File: config.mk
export PLATFORM = sky130hd
export DESIGN_NAME = moving_sum_deconv
export DESIGN_NICKNAME = d
export VERILOG_FILES = /design/src/rtl/moving_sum_deconv.sv
export SDC_FILE = /design/constraint.sdc
export NUM_CORES = 1
export LEC_CHECK = 0
export ABC_AREA = 1
export CORE_AREA = 2 2 113 115
export DETAILED_ROUTE_END_ITERATION = 8
export DIE_AREA = 0 0 115 117
export HOLD_SLACK_MARGIN = 0.08
export PLACE_DENSITY = 0.75
export SETUP_SLACK_MARGIN = 0.02
export SLEW_MARGIN = 10
export SYNTH_ARGS = -nofsm -noshare
export SYNTH_HDL_FRONTEND = slang
export SYNTH_SLANG_ARGS = --single-unit
File: constraint.sdc
create_clock -name clk -period 2.9 [get_ports clk]
set_input_delay 0.29 -clock clk [delete_from_list [all_inputs] [get_ports clk]]
set_output_delay 0.29 -clock clk [all_outputs]
set_load 0.01 [all_outputs]
File: src/rtl/moving_sum_deconv.sv
// rtl/moving_sum_deconv.sv - inverse of the 4-tap moving-sum FIR, rebuilds x[n] from y[n]
//
// Reconstructs x[n] = y[n] - y[n-1] + x[n-4] from a registered 4-tap sum stream.
// Ports:
//   clk        rising-edge clock
//   reset      synchronous active-high reset
//   in_valid   s carries a new sum sample this cycle
//   s          unsigned 4-tap moving sum, size+2 bits
//   clr        synchronous stream restart (history, y_prev, count and err cleared)
//   x          reconstructed sample, registered one cycle after acceptance
//   out_valid  single-cycle pulse per accepted sample
//   err        sticky out-of-range flag, cleared by reset or clr
//   sample_cnt accepted samples since reset/clr, saturating at 16'hFFFF

module moving_sum_deconv #(
    parameter int size = 16
) (
    input  logic            clk,
    input  logic            reset,
    input  logic            in_valid,
    input  logic [size+1:0] s,
    input  logic            clr,
    output logic [size-1:0] x,
    output logic            out_valid,
    output logic            err,
    output logic [15:0]     sample_cnt
);

    typedef enum logic {
        ZERO = 1'b0,
        RUN  = 1'b1
    } state_t;

    state_t          state;
    state_t          state_next;
    logic [size+1:0] y_prev;
    logic [size-1:0] xh [4];

    // size+3 bits holds y[n] + x[n-4] (size+2 bits plus headroom) and a sign bit.
    logic [size+2:0] y_term;
    logic [size+2:0] prev_term;
    logic [size+2:0] hist_term;
    logic [size+2:0] d;
    logic            fresh;
    logic            out_of_range;

    always_comb begin
        // A sample is "fresh" when it starts a stream: either clr is restarting
        // the stream this cycle, or nothing has been accepted since reset/clr.
        fresh        = clr || (state == ZERO);
        y_term       = {1'b0, s};
        prev_term    = fresh ? '0 : {1'b0, y_prev};
        hist_term    = fresh ? '0 : {3'b000, xh[3]};
        d            = y_term - prev_term + hist_term;
        // Negative (sign bit) or above 2^size-1 (any bit at or above size).
        out_of_range = |d[size+2:size];

        state_next = state;
        if (in_valid) begin
            state_next = RUN;
        end else if (clr) begin
            state_next = ZERO;
        end
    end

    always_ff @(posedge clk) begin
        if (reset) begin
            state      <= ZERO;
            x          <= '0;
            out_valid  <= 1'b0;
            err        <= 1'b0;
            sample_cnt <= '0;
            y_prev     <= '0;
            for (int i = 0; i < 4; i++) begin
                xh[i] <= '0;
            end
        end else begin
            state     <= state_next;
            out_valid <= in_valid;

            if (clr) begin
                err        <= 1'b0;
                sample_cnt <= '0;
                y_prev     <= '0;
                for (int i = 0; i < 4; i++) begin
                    xh[i] <= '0;
                end
            end

            // Later assignments override the clr defaults, so a sample arriving
            // with clr becomes the first sample of the new stream.
            if (in_valid) begin
                x      <= d[size-1:0];
                y_prev <= s;
                xh[0]  <= d[size-1:0];
                xh[1]  <= fresh ? '0 : xh[0];
                xh[2]  <= fresh ? '0 : xh[1];
                xh[3]  <= fresh ? '0 : xh[2];
                if (out_of_range) begin
                    err <= 1'b1;
                end
                if (fresh) begin
                    sample_cnt <= 16'd1;
                end else if (sample_cnt != 16'hFFFF) begin
                    sample_cnt <= sample_cnt + 16'd1;
                end
            end
        end
    end

endmodule

# [Word level (Yosys, flattened, before mapping)]
# Memories as Yosys holds them, arrays and structs flattened.
# Cells that the tools add are included.
[word_totals] regBits=53 latchBits=0 ramBits=64 romBits=0 inputBits=22 out_inout_bits=34 n_memories=1
[op_classes] addsub=3 multipliers=0 div=0 n_lt_le_gt_ge=0 n_eq_ne=1 shift=0 n_mux=32 bitwise=9 n_reduce_logical=3
[mem_list] name="xh" depth=4 word_bits=16 rd=4 rd_clocked_by_memory_dff=0 write_ports=4 line_no="37" rtl="logic [size-1:0] xh [4];"
[ops] operator="$mux 16" n=16
[ops] operator="$mux 18" n=3
[ops] operator="$add 19x16->19" n=1
[ops] operator="$sub 18x18->19" n=1
[ops] operator="$add 16x1->16 const B" n=1
[ops] operator="$ne 16x16->1 const B" n=1
[ops] operator="$mux 1" n=13
[ops] operator="$or 1x1->1" n=8
[ops] operator="$reduce_or 3->1" n=1
[ops] operator="$reduce_bool 2->1" n=1
[ops] operator="$logic_or 1x1->1" n=1
[ops] operator="$not 1->1" n=1

# [Depth between registers and ports, before layout]
# Gate-level depths: netlist of run 1.
[logic_depth] depth_word=8 ltp_mapped=21 ltp_nobuf=20

# [Least setup slack after synthesis of run 1]
# OpenSTA, ideal clock, no wires.
[synth_path] path_type="input to register" startpoint="input port clr" endpoint="memory xh[0][14], data pin" setup_time_ns=0.252 arrival_time_ns=2.781 required_time_ns=2.648 path_slack_ns=-0.133 path_stages=19 n_path_buf=1 cell_sequence="inv_1 -> nand2_1 -> inv_1 -> clkbuf_1 -> nand2_1 -> fa_1 -> inv_1 -> fa_1 -> nand2_1 -> nand2_1 -> and2_1 -> nand2_1 -> nand2_1 -> nand2_1 -> nand2_1 -> nand3_1 -> nand3_1 -> nand3_1 -> inv_1"
[synth_rtl] item="from (decl)" line_no="22" rtl="input logic clr,"
[synth_rtl] item="to (decl)" line_no="37"

==> summary.md, run 1 <==
| Metric | Value |
|---|---|
| Clock sink total | `between 100 and 150` |
| WHS Path Cells | `5` |
| Initial antenna violation count | `0` |
| Cts hold-fix bufs | `0` |
| Hold Path Origin | `clr` |
| Fin util | `0.667` |
| Routed length per instance | `~15 um` |
| Synth Net Count | `854` |
| Status | `completed` |
| Reg2reg start | `state$_SDFFE_PP0P_` |
| Endpoint, Worst Hold | `sample_cnt[8]$_SDFF_PP0_` |
| Slew margin rel. | `0.469` |
| Fmax | `approximately 360 MHz` |
| Most common cell on crit path | `nand2_2` |
| Worst vdd ir | `0.429 mV` |
| Core Box Area | `approximately 12000 um^2` |
| Total gr overflow | `0` |
| Leakage power | `roughly 3.6 nW` |
| Xor-xnor portion of the synthesized cell area | `0.0183` |
| Pre-antenna DRT Iters | `8` |
| Syn_area_per_cell | `approximately 7.8 um^2` |
| Pin count of the biggest net entering global routing | `36` |
| Clock Skews | `roughly 5.8 ps` |
| WP data arrival | `just under 3000 ps` |
| Compound-Gate Fraction of Synth Area | `0.0834` |
| Antenna-violating nets left | `0` |
| Met2 usage | `0.448` |
| R2R Path End | `xh[0][13]$_SDFFCE_PN0P_` |
| Simple-gate share of the synthesized area | `0.235` |
| Dpl hpwl | `10800 um` |
| Worst path max stage delay | `590 ps` |
| Synth unique cells | `39` |
| Vias in the first global route | `5320` |
| Worst R2R Setup Slack | `100 ps` |
| Port Buf Inserts | `55` |
| CP Class | `flip-flop to flip-flop` |
| Critical path peak fanout | `5` |
| Worst-Skew Late Latency | `~420 ps` |
| Final WL | `around 16000 um` |
| Max Cap Viol | `0` |
| Req. time, crit path | `between 3000 and 4000 ps` |
| Clock-pin slew on the worst setup and hold paths | `~60 ps` |
| Pwr per Cell Area | `between 500 and 600 nW/um^2` |
| Area leader, netlist | `edfxtp_1` |
| Vias per inst | `5.17` |
| Post-Synth Adder-Cell Area | `0.0959` |
| Initial Util | `0.504` |
| Mux contribution to synthesized area | `0` |
| Met1 Usage GRT | `0.294` |
| Post-synthesis instance area | `6210 um^2` |
| Die area | `about 13000 um^2` |
| Critical-path cell list | `nand2_4, inv_4, buf_6, nand2_2, fa_1, inv_2, ha_4, nand2_2, nor2_4, buf_4, nand3_1, nand3_2, a21oi_2, xor2_1, nand2_1, inv_1` |
| Gpl congestion | `0.976` |
| Pwr Total | `approximately 4.8 mW` |
| Via count | `between 5k and 6k` |
| Crit path launch type | `flip-flop` |
| CTS tree | `done` |
| Critical path's top delay family | `adder cells` |
| R2R depth | `16` |
| Syn. warnings | `0` |
| Synth top area share | `0.232` |
| Share of layout cells above drive strength 1 | `0.176` |
| Hold Crit Class | `input port to flip-flop` |
| H-tree depth | `4` |
| # rows | `41` |
| Residual DRC | `0` |
| Slew Limit Fails | `0` |
| Tcrit/Tclk final | `0.965` |
| CTS Root Cell | `clkbuf_16` |
| Seq/Total Area, Yosys | `0.455` |
| Synthesized flop and latch total | `between 100 and 150` |
| Top cells by area, synth | `edfxtp_1 (23%), dfxtp_1 (22%), nand2_1 (12%)` |
| Io pins | `56` |
| GRT busiest layer | `met2` |
| Global-route wire length before repair | `25600 um` |
| Mapped Cells | `approximately 790` |
| CTS Buf Count | `17` |
| Worst Path Buf+Inv | `5` |
| Tmin final | `between 2000 and 3000 ps` |
| Crit-path slowest cell | `fa_1` |
| Worst-Margin Slew | `about 800 ps` |
| Met3 Use GR | `0.0587` |
| Die width | `115 um` |
| Largest family of logic cells by synthesized area | `simple AND/OR/NAND/NOR gates` |
| Total GRT Usage | `0.251` |
| ANT cells | `0` |
| Synth-to-Final Area Change | `32.4%` |
| Setup-failing EPs final | `0` |
| Final Hold Vio Count | `0` |
| CTS Buffer Depth | `2` |
| Crit end category | `flip-flop` |
| DR iter-0 viols | `510` |
| Nets | `969` |
| Die Height | `117 um` |
[synthesized netlist by cell type (all sizes together)]
master   instances
nand2          203
inv            164
nor2            92
dfxtp           69
edfxtp          48
a21oi           40
nand3           34
o21ai           26
ha              22
fa              16
o22ai           15
clkbuf          13
xor2            11
buf              7
nand4            7
nor3             6
a22o             3
o21bai           3
or2              3
a21boi           2
and2             2
nor4             2
xnor2            2
a211oi           1
a31oi            1
nand3b           1
o2bb2ai          1
[layout by cell type, fill, tap and decap left out, drive strengths merged, types with 7 or more instances in the layout]
master	Yosys	final
nor2	92	92
o21ai	26	26
xor2	11	11
nand4	7	7
a21oi	40	40
fa	16	16
ha	22	22
buf	7	61
inv	164	166
dfxtp	69	69
clkdlybuf4s50	0	54
edfxtp	48	48
nand3	34	34
nand2	203	203
clkbuf	13	18
o22ai	15	15
[per-stage QoR]
step                setup TNS [ps]  cells  worst slack (ps)  area, um^2  hold slack (ps)
finish                           0   1072               103        8220              350
global route                 -75.2   1072             -40.9        8220              393
CTS                              0   1070              25.6        7980              455
detailed placement           -9810   1035              -565        7310              441
global placement             -8910   1035              -486        7310              442
floorplan                        0    794              46.0        6210              409
[sequential cells by signal, summed over array words and instances (netlist names)]
register,flops
err,1
out_valid,1
sample_cnt,16
state,1
x,16
xh,64
y_prev,18
[worst min-delay path, cell delays in order]
cell and delay (ps):
dlymetal6s2s_1 130, buf_4 150, nor2_1 60, inv_1 60
a21oi_2 50
[cell families after synthesis]
logic type / after synthesis
AO/OA/AOI/OAI: 92
XOR/XNOR: 13
adder cells (fa/ha/maj): 38
buffers and inverters: 184
flip-flops: 117
AND/OR/NAND/NOR: 350
[where the power goes]
part	internal [mW]	leakage [nW]	total, mW	switching (mW)
clock	1.29	0.279	2.09	0.797
sequential	1.80	1.12	1.85	0.0442
combinational	0.376	2.21	0.828	0.452
[metal layers]
layer / up-vias / wire [um]
li1: 2709 / -
met2: 195 / 8370
met5: - / 0
met1: 2595 / 6580
met4: 0 / 520
met3: 39 / 942
[how the worst max path moves through the flow]
stage	from	to	slack [ps]	cells after the start
floorplan	clr	xh[0][14]$_SDFFCE_PN0P_	50	19
global placement	clr	xh[0][13]$_SDFFCE_PN0P_	-490	18
detailed placement	clr	xh[0][11]$_SDFFCE_PN0P_	-560	20
CTS	clr	xh[0][14]$_SDFFCE_PN0P_	30	20
global route	state$_SDFFE_PP0P_	xh[0][12]$_SDFFCE_PN0P_	-40	16
finish	state$_SDFFE_PP0P_	xh[0][13]$_SDFFCE_PN0P_	100	16
[repair_timing]
item | in CTS | in global routing
pin swaps | 0 | 12
resized for setup | 13 | 45
endpoints found under the setup margin | 12 | 24
buffers inserted | 3 | 2
[area by class of cell]
class / count / area (um^2)
Sequential cell: 117 / 2820
Multi-Input combinational cell: 493 / 2950
Clock buffer: 18 / 439
Clock inverter: 14 / 153
Fill cell: 986 / 4090
Inverter: 164 / 621
Timing Repair Buffer: 116 / 1050
Tap cell: 150 / 188
Note: power is estimated with default switching activity, not from simulation.
==> run 2: changes to the inputs <==
Settings changed: ABC_AREA 1 to not set, CORE_AREA 2 2 113 115 to 2 2 110 112, DIE_AREA 0 0 115 117 to 0 0 112 114, GPL_ROUTABILITY_DRIVEN set to 0.
==> summary.md, run 2 <==
| Metric | Value |
|---|---|
| Most common cell after layout, fill and taps aside | `buf_4` |
| Multi-input gate area | `2990 um^2 (+1.6%)` |
| Vias per inst | `5.54 (+7.3%)` |
| Crit-path slowest cell | `fa_1` |
| Synth top area share | `0.246 (+0.0138)` |
| CP Class | `flip-flop to flip-flop` |
| Top cells by area, synth | `edfxtp_1 (25%), dfxtp_1 (24%), and2_1 (5.7%)` |
| Final instance area | `7980 um^2 (-2.9%)` |
| ANT cells | `0 (unchanged)` |
| Endpoint, Worst Hold | `sample_cnt[12]$_SDFF_PP0_` |
| Vias in the first global route | `4790 (-10%)` |
| Status | `complete, but fails checks` |
| Pwr per Cell Area | `627 nW/um^2 (+8.1%)` |
| P_int | `3.78 mW (+9.0%)` |
| CTS Root Cell | `clkbuf_16` |
| Crit end category | `flip-flop` |
| Hold Path Origin | `clr` |
| Global-route wire length before repair | `23900 um (-6.6%)` |
| Hold Crit Class | `input port to flip-flop` |
| Reg2reg start | `state$_SDFFE_PP0P_` |
| Failing checks | `setup timing` |
| Syn_area_per_cell | `9.67 um^2 (+24%)` |
| Synth Flop Type | `dfxtp_1` |
| Final Hold Vio Count | `0 (unchanged)` |
| Nets | `783 (-19%)` |
| R2R depth | `14 (-2)` |
| Tmin final | `3260 ps (+462 ps)` |
| GRT busiest layer | `met2` |
| Port Buf Inserts | `55 (unchanged)` |
| Largest Register | `xh` |
| Clock Skews | `6.83 ps (+1.02 ps)` |
| Setup WS pre-CTS | `-770 ps (-205 ps)` |
| Critical-path cell list | `nor2b_4, buf_12, and2_1, fa_1, inv_1, ha_1, buf_4, nand4_1, nand2_1, a41oi_2, a41oi_2, or4_1, nand4_1, nand3_1` |
| R2R Path End | `err$_SDFF_PP0_` |
| Req. time, crit path | `3210 ps (+130 ps)` |
| Setup-failing EPs final | `19 (+19)` |
| Synth unique cells | `52 (+33%)` |
| Die area | `12800 um^2 (-5.1%)` |
| CTS Buf Count | `17 (unchanged)` |
| Met2 usage | `0.408 (-0.0402)` |
| Synthesized flop and latch total | `117 (unchanged)` |
| Initial antenna violation count | `0 (unchanged)` |
| Met3 Use GR | `0.0574 (-0.00132)` |
| Io pins | `56 (unchanged)` |
| Die width | `112 um (-2.6%)` |
| Via count | `4896 (-12%)` |
| Antenna-violating nets left | `0 (unchanged)` |
| Cts hold-fix bufs | `0 (unchanged)` |
| Leakage power | `3.39 nW (-6.1%)` |
| Synth cell count leaders | `dfxtp_1 (69), inv_1 (55), and2_1 (53), nor2_1 (53), nand2_1 (50)` |
| Worst vdd ir | `0.685 mV (+60%)` |
| Dpl cell area | `7150 um^2 (-2.2%)` |
| Total gr overflow | `0 (unchanged)` |
| Post-synthesis instance area | `5860 um^2 (-5.6%)` |
| Synth-to-Final Area Change | `36.2%` |
| Setup slack after layout | `-360 ps (-462 ps)` |
| Clk pwr share | `0.467 (+0.029)` |
| Syn. warnings | `0 (unchanged)` |
| EDFF count, synth | `48 (unchanged)` |
| Worst path max stage delay | `510 ps (-80 ps)` |
| Seq/Total Area, Yosys | `0.482 (+0.0271)` |
| Net Sw Power | `1.22 mW (-5.9%)` |
| Pin count of the biggest net entering global routing | `37 (+2.8%)` |
| Share of layout cells above drive strength 1 | `0.211 (+0.0349)` |
| Max reg flops | `64 (unchanged)` |
| Final WL | `14800 um (-10%)` |
| CTS tree | `done` |
| Met1 Usage GRT | `0.298 (+0.00349)` |
| RSZ-0062 raised after global routing | `yes` |
| Dpl hpwl | `10200 um (-5.0%)` |
| Core Box Area | `11700 um^2 (-4.9%)` |
| Fmax | `307 MHz (-14%)` |
| Regs by FF count | `xh: 64 flops, y_prev: 18 flops` |
| Die Height | `114 um (-2.6%)` |
| Worst-Skew Late Latency | `430 ps (about the same)` |
| Critical path peak fanout | `28 (+23)` |
| Initial Util | `0.500 (-0.00395)` |
| WHS Path Cells | `3 (-2)` |
| H-tree depth | `4 (unchanged)` |
| Slew margin rel. | `0.456 (-0.0130)` |
| Fill count | `854 (-13%)` |
| Max Cap Viol | `0 (unchanged)` |
| Total GRT Usage | `0.242 (-0.00927)` |
| # rows | `40 (-2.4%)` |
| Mapped Cells | `606 (-24%)` |
| Synth Net Count | `666 (-22%)` |
| CTS Buffer Depth | `2 (unchanged)` |
| Routed length per instance | `16.7 um (+9.3%)` |
| Share of power burned in registers | `0.369 (-0.019)` |
| Tcrit/Tclk final | `1.12 (+0.159)` |
| Register area | `2820 um^2 (unchanged)` |
| Area leader, netlist | `edfxtp_1` |
| Crit path launch type | `flip-flop` |
| Residual DRC | `0 (unchanged)` |
| Clock-pin slew on the worst setup and hold paths | `60 ps (about the same)` |
| WP data arrival | `3570 ps (+590 ps)` |
| Post-synth ARST share | `0 (unchanged)` |
| Top-count cell post-synth | `dfxtp_1` |
| Sw frac | `0.244 (-0.0279)` |
| Most frequent cells in the layout | `buf_4 (69), dfxtp_1 (68), clkdlybuf4s50_1 (54), inv_1 (53), and2_1 (53)` |
| Worst-Margin Slew | `816 ps (+20.4 ps)` |
| Clock sink total | `117 (unchanged)` |
| Pre-antenna DRT Iters | `6 (-2)` |
| Hold_ws | `358 ps (+8.52 ps)` |
| Worst R2R Setup Slack | `-360 ps (-460 ps)` |
| DR iter-0 viols | `451 (-12%)` |
| Gate power share | `0.164 (-0.010)` |
| Slew Limit Fails | `0 (unchanged)` |
[run 2: cell count changes in the layout (fill, tap and decap cells not counted), sizes merged, moves of 5 or more]
cell	change
a211oi	+5
o21ai	+15
nor2	-39
a22oi	+20
xnor2	+8
o22ai	-14
xor2	-8
inv	-109
nand3	-19
a21o	+17
and2	+52
buf	+11
nand2	-153
a21oi	-12
[run 2: worst max-delay path: cells and delay by family (launching register included)]
| kind | cells | cell delay (ps) |
|---|---|---|
| AOI/OAI and AO/OA | 2 | 440 |
| buffers and inverters | 3 | 380 |
| adders and majority gates | 2 | 840 |
| and+or+nand+nor | 7 | 1150 |
| DFF | 1 | 330 |
[run 2: power by group through the flow]
stage          clock, mW  combinational (mW)  sequential (mW)
6_report            2.33               0.821             1.84
4_1_cts             2.36               0.776             1.84
5_1_grt             2.43               0.890             1.85
2_1_floorplan          0               0.405             1.88
3_5_place_dp           0               0.744             1.88
3_3_place_gp           0               0.726             1.87
[run 2: layout make-up]
cell class / instances / share of cell area
multi-input cells: 405 / 0.375
flip-flops and latches: 117 / 0.354
repair buffers: 127 / 0.140
clock buffers: 21 / 0.0577
inverters: 55 / 0.0259
clock inverters: 11 / 0.0246
well taps: 147 / 0.0231
[run 2: how the worst max path moves through the flow]
| stage | slack [ps] | startpoint | cells after the start | end |
|---|---|---|---|---|
| final | -360 | state$_SDFFE_PP0P_ | 14 | err$_SDFF_PP0_ |
| after global routing | -490 | state$_SDFFE_PP0P_ | 13 | err$_SDFF_PP0_ |
| after CTS | -350 | state$_SDFFE_PP0P_ | 14 | err$_SDFF_PP0_ |
| after detailed placement | -770 | clr | 14 | err$_SDFF_PP0_ |
| after global placement | -730 | clr | 14 | err$_SDFF_PP0_ |
| after floorplan | -310 | clr | 15 | err$_SDFF_PP0_ |
[run 2: per-layer routing]
| layer | up-vias | part of all wire |
|---|---|---|
| li1 | 2322 | - |
| met5 | - | 0 |
| met1 | 2375 | 0.43 |
| met4 | 0 | 0.032 |
| met3 | 37 | 0.048 |
| met2 | 162 | 0.49 |
[run 2: kinds of logic (layout without fill, tap and decap cells)]
group	Yosys count	in the layout	share of synthesized area
xor gates and xnor gates	13	13	0.0194
buffers and inverters	84	214	0.0547
adders and majority gates	38	38	0.102
DFF	117	117	0.482
AOI/OAI and AO/OA	141	141	0.159
and+or+nand+nor	212	212	0.182
muxes	1	1	0.00171
[run 2: through the flow]
step	util	TNS, ps	power (mW)	std cells
2_1_floorplan	-	-1230	2.28	606
3_3_place_gp	0.611	-13700	2.60	849
3_5_place_dp	0.611	-14170	2.62	849
4_1_cts	0.672	-3980	4.98	882
5_1_grt	0.681	-7110	5.17	883
6_report	0.681	-4410	5.00	883
[run 2: what timing repair did]
action / in CTS / in global routing
resized for setup: 11 / 18
setup buffers: 1 / 1
endpoints found under the setup margin: 23 / 24
pin swaps: 4 / 1
==> run 3: changes to the inputs <==
--- a/constraint.sdc
+++ b/constraint.sdc
@@ -3,2 +3,2 @@
 set_output_delay 0.29 -clock clk [all_outputs]
-set_load 0.01 [all_outputs]
+set_load 0.1 [all_outputs]
==> summary.md, run 3 (synthesis gave the netlist of run 2 again) <==
| Metric | Value |
|---|---|
| Status | `complete, but fails checks` |
| Failing checks | `setup timing` |
| Hold_ws | `451 ps (+92.3 ps)` |
| Worst path max stage delay | `510 ps (about the same)` |
| CTS tree | `done` |
| Initial antenna violation count | `0 (unchanged)` |
| DR iter-0 viols | `482 (+6.9%)` |
| Dpl hpwl | `10300 um (+0.78%)` |
| Via count | `5071 (+3.6%)` |
| Core Box Area | `11700 um^2 (unchanged)` |
| Cells after DPL | `846 (-0.35%)` |
| Fmax | `304 MHz (-0.90%)` |
| Clock-pin slew on the worst setup and hold paths | `60 ps (about the same)` |
| Crit path launch type | `flip-flop` |
| Regs by FF count | `xh: 64 flops, y_prev: 18 flops` |
| Critical path's top delay family | `compound AO/OA/AOI/OAI gates` |
| Worst-Skew Late Latency | `420 ps (about the same)` |
| H-tree depth | `4 (unchanged)` |
| Total GRT Usage | `0.259 (+0.0172)` |
| Final WL | `15900 um (+7.8%)` |
| Setup WS pre-CTS | `-796 ps (-26.2 ps)` |
| Synth-to-Final Area Change | `38.8%` |
| Initial Util | `0.500 (unchanged)` |
| Leakage power | `3.55 nW (+4.9%)` |
| Clock sink total | `117 (unchanged)` |
| Global-route wire length before repair | `25400 um (+6.3%)` |
| Nets | `791 (+1.0%)` |
| Pwr per Cell Area | `645 nW/um^2 (+3.0%)` |
| Dpl cell area | `7060 um^2 (-1.3%)` |
| CTS Root Cell | `clkbuf_16` |
| Final Hold Vio Count | `0 (unchanged)` |
| Crit end category | `flip-flop` |
| Residual DRC | `0 (unchanged)` |
| Pin count of the biggest net entering global routing | `49 (+32%)` |
| Critical path peak fanout | `10 (-64%)` |
| Crit-path slowest cell | `fa_1` |
| Io pins | `56 (unchanged)` |
| Slew Limit Fails | `0 (unchanged)` |
| Antenna-violating nets left | `0 (unchanged)` |
| Die width | `112 um (unchanged)` |
| Most common cell on crit path | `buf_4` |
| Largest Register | `xh` |
| Routed length per instance | `17.9 um (+6.8%)` |
| Final Non-Filler Cells | `891 (+0.91%)` |
| Worst Path Buf+Inv | `5 (+2)` |
| Max Cap Viol | `0 (unchanged)` |
| Tcrit/Tclk final | `1.13 (+0.0102)` |
| Most frequent cells in the layout | `buf_4 (107), dfxtp_1 (66), inv_1 (50)` |
| Setup-failing EPs final | `19 (unchanged)` |
| RSZ-0062 raised after global routing | `yes` |
| CTS Buf Count | `17 (unchanged)` |
| Die Height | `114 um (unchanged)` |
| Vias in the first global route | `5066 (+5.8%)` |
| Setup slack after layout | `-389 ps (-29.6 ps)` |
| WP data arrival | `3590 ps (+20 ps)` |
| Worst-Margin Slew | `781 ps (-35.0 ps)` |
| Critical-path cell list | `nor2b_4, buf_6, buf_12, and2_4, fa_1, inv_2, ha_4, buf_4, nand2_1, o21ai_0, a21oi_2, buf_4, a32oi_2, xnor2_1, o41ai_2, nand3_1` |
| Port Buf Inserts | `55 (unchanged)` |
| Clock Skews | `7.30 ps (+0.466 ps)` |
| Vias per inst | `5.69 (+2.6%)` |
| Share of layout cells above drive strength 1 | `0.296 (+0.0851)` |
| Final instance area | `8130 um^2 (+1.9%)` |
| Cts hold-fix bufs | `0 (unchanged)` |
| ANT cells | `0 (unchanged)` |
| Hold Crit Class | `flip-flop to flip-flop` |
| Pre-antenna DRT Iters | `5 (-1)` |
| Max reg flops | `64 (unchanged)` |
| CP Class | `flip-flop to flip-flop` |
| Req. time, crit path | `3200 ps (about the same)` |
| Tmin final | `3290 ps (+29.6 ps)` |
| Total gr overflow | `0 (unchanged)` |
| Worst vdd ir | `0.617 mV (-10%)` |
| CTS Buffer Depth | `2 (unchanged)` |
| # rows | `40 (unchanged)` |
| Die area | `12800 um^2 (unchanged)` |
| Most common cell after layout, fill and taps aside | `buf_4` |
| Slew margin rel. | `0.478 (+0.0227)` |
| Fin util | `0.695 (+0.0132)` |
==> run 3: cell types whose count changed in the layout (fill, tap and decap cells not counted), moves of 3 or more <==
cell and delta:
and2_4 +5, and2_1 -5, inv_2 +3, buf_4 +38, nand2_4 +3, ha_4 +3
xnor2_1 -3, buf_6 +3, inv_1 -3, a21oi_2 +3, ha_1 -4, clkdlybuf4s50_1 -34
o21ai_1 +4, o21ai_0 -4
==> run 3: per-stage QoR <==
| step | total power, mW | setup TNS, ps |
|---|---|---|
| floorplan | 2.50 | -1260 |
| global placement | 2.81 | -13470 |
| detailed placement | 2.83 | -14150 |
| CTS | 5.20 | -2780 |
| global route | 5.41 | -6170 |
| finish | 5.25 | -3860 |
==> run 3: cell type report <==
cell class | instances | area [um^2]
Clock buffer | 24 | 492
Clock inverter | 8 | 148
Fill cell | 820 | 3580
Inverter | 55 | 206
Multi-Input combinational cell | 405 | 3160
Sequential cell | 117 | 2830
Tap cell | 147 | 184
Timing Repair Buffer | 135 | 1120
==> run 3: timing repair <==
item	in CTS	in global routing
endpoints found under the hold margin	0	0
endpoints found under the setup margin	20	25
gates resized for setup	48	20
pin swaps	22	12
gates cloned	1	0
setup buffers	11	3
==> run 3: report_power, final <==
part,internal [mW],switching [mW]
clock,1.53,0.725
sequential,1.81,0.0418
combinational,0.459,0.688
==> run 3: path summary, 6_finish.rpt <==
kind	cells past startpoint	slack, ps	to	startpoint
worst min-delay path	2	450	y_prev[11]$_SDFFE_PP0P_	y_prev[11]$_SDFFE_PP0P_
worst max register to register	16	-390	err$_SDFF_PP0_	state$_SDFFE_PP0P_
worst min register to register	2	450	y_prev[11]$_SDFFE_PP0P_	y_prev[11]$_SDFFE_PP0P_
worst max-delay path	16	-390	err$_SDFF_PP0_	state$_SDFFE_PP0P_
==> run 3: worst reg2reg max path, stage by stage (launching register included) <==
cell and delay, ps:
dfxtp_2 320, nor2b_4 130, buf_6 140, buf_12 140
and2_4 150, fa_1 510, inv_2 50, ha_4 300
buf_4 130, nand2_1 70, o21ai_0 310, a21oi_2 140
buf_4 160, a32oi_2 200, xnor2_1 130, o41ai_2 210
nand3_1 100
==> run 3: per-layer routing <==
metal	part of all wire	GRT usage	vias to the layer above
li1	-	-	2334
met1	0.40	0.297	2489
met2	0.51	0.449	199
met3	0.052	0.0701	49
met4	0.033	0.128	0
met5	0	0	-
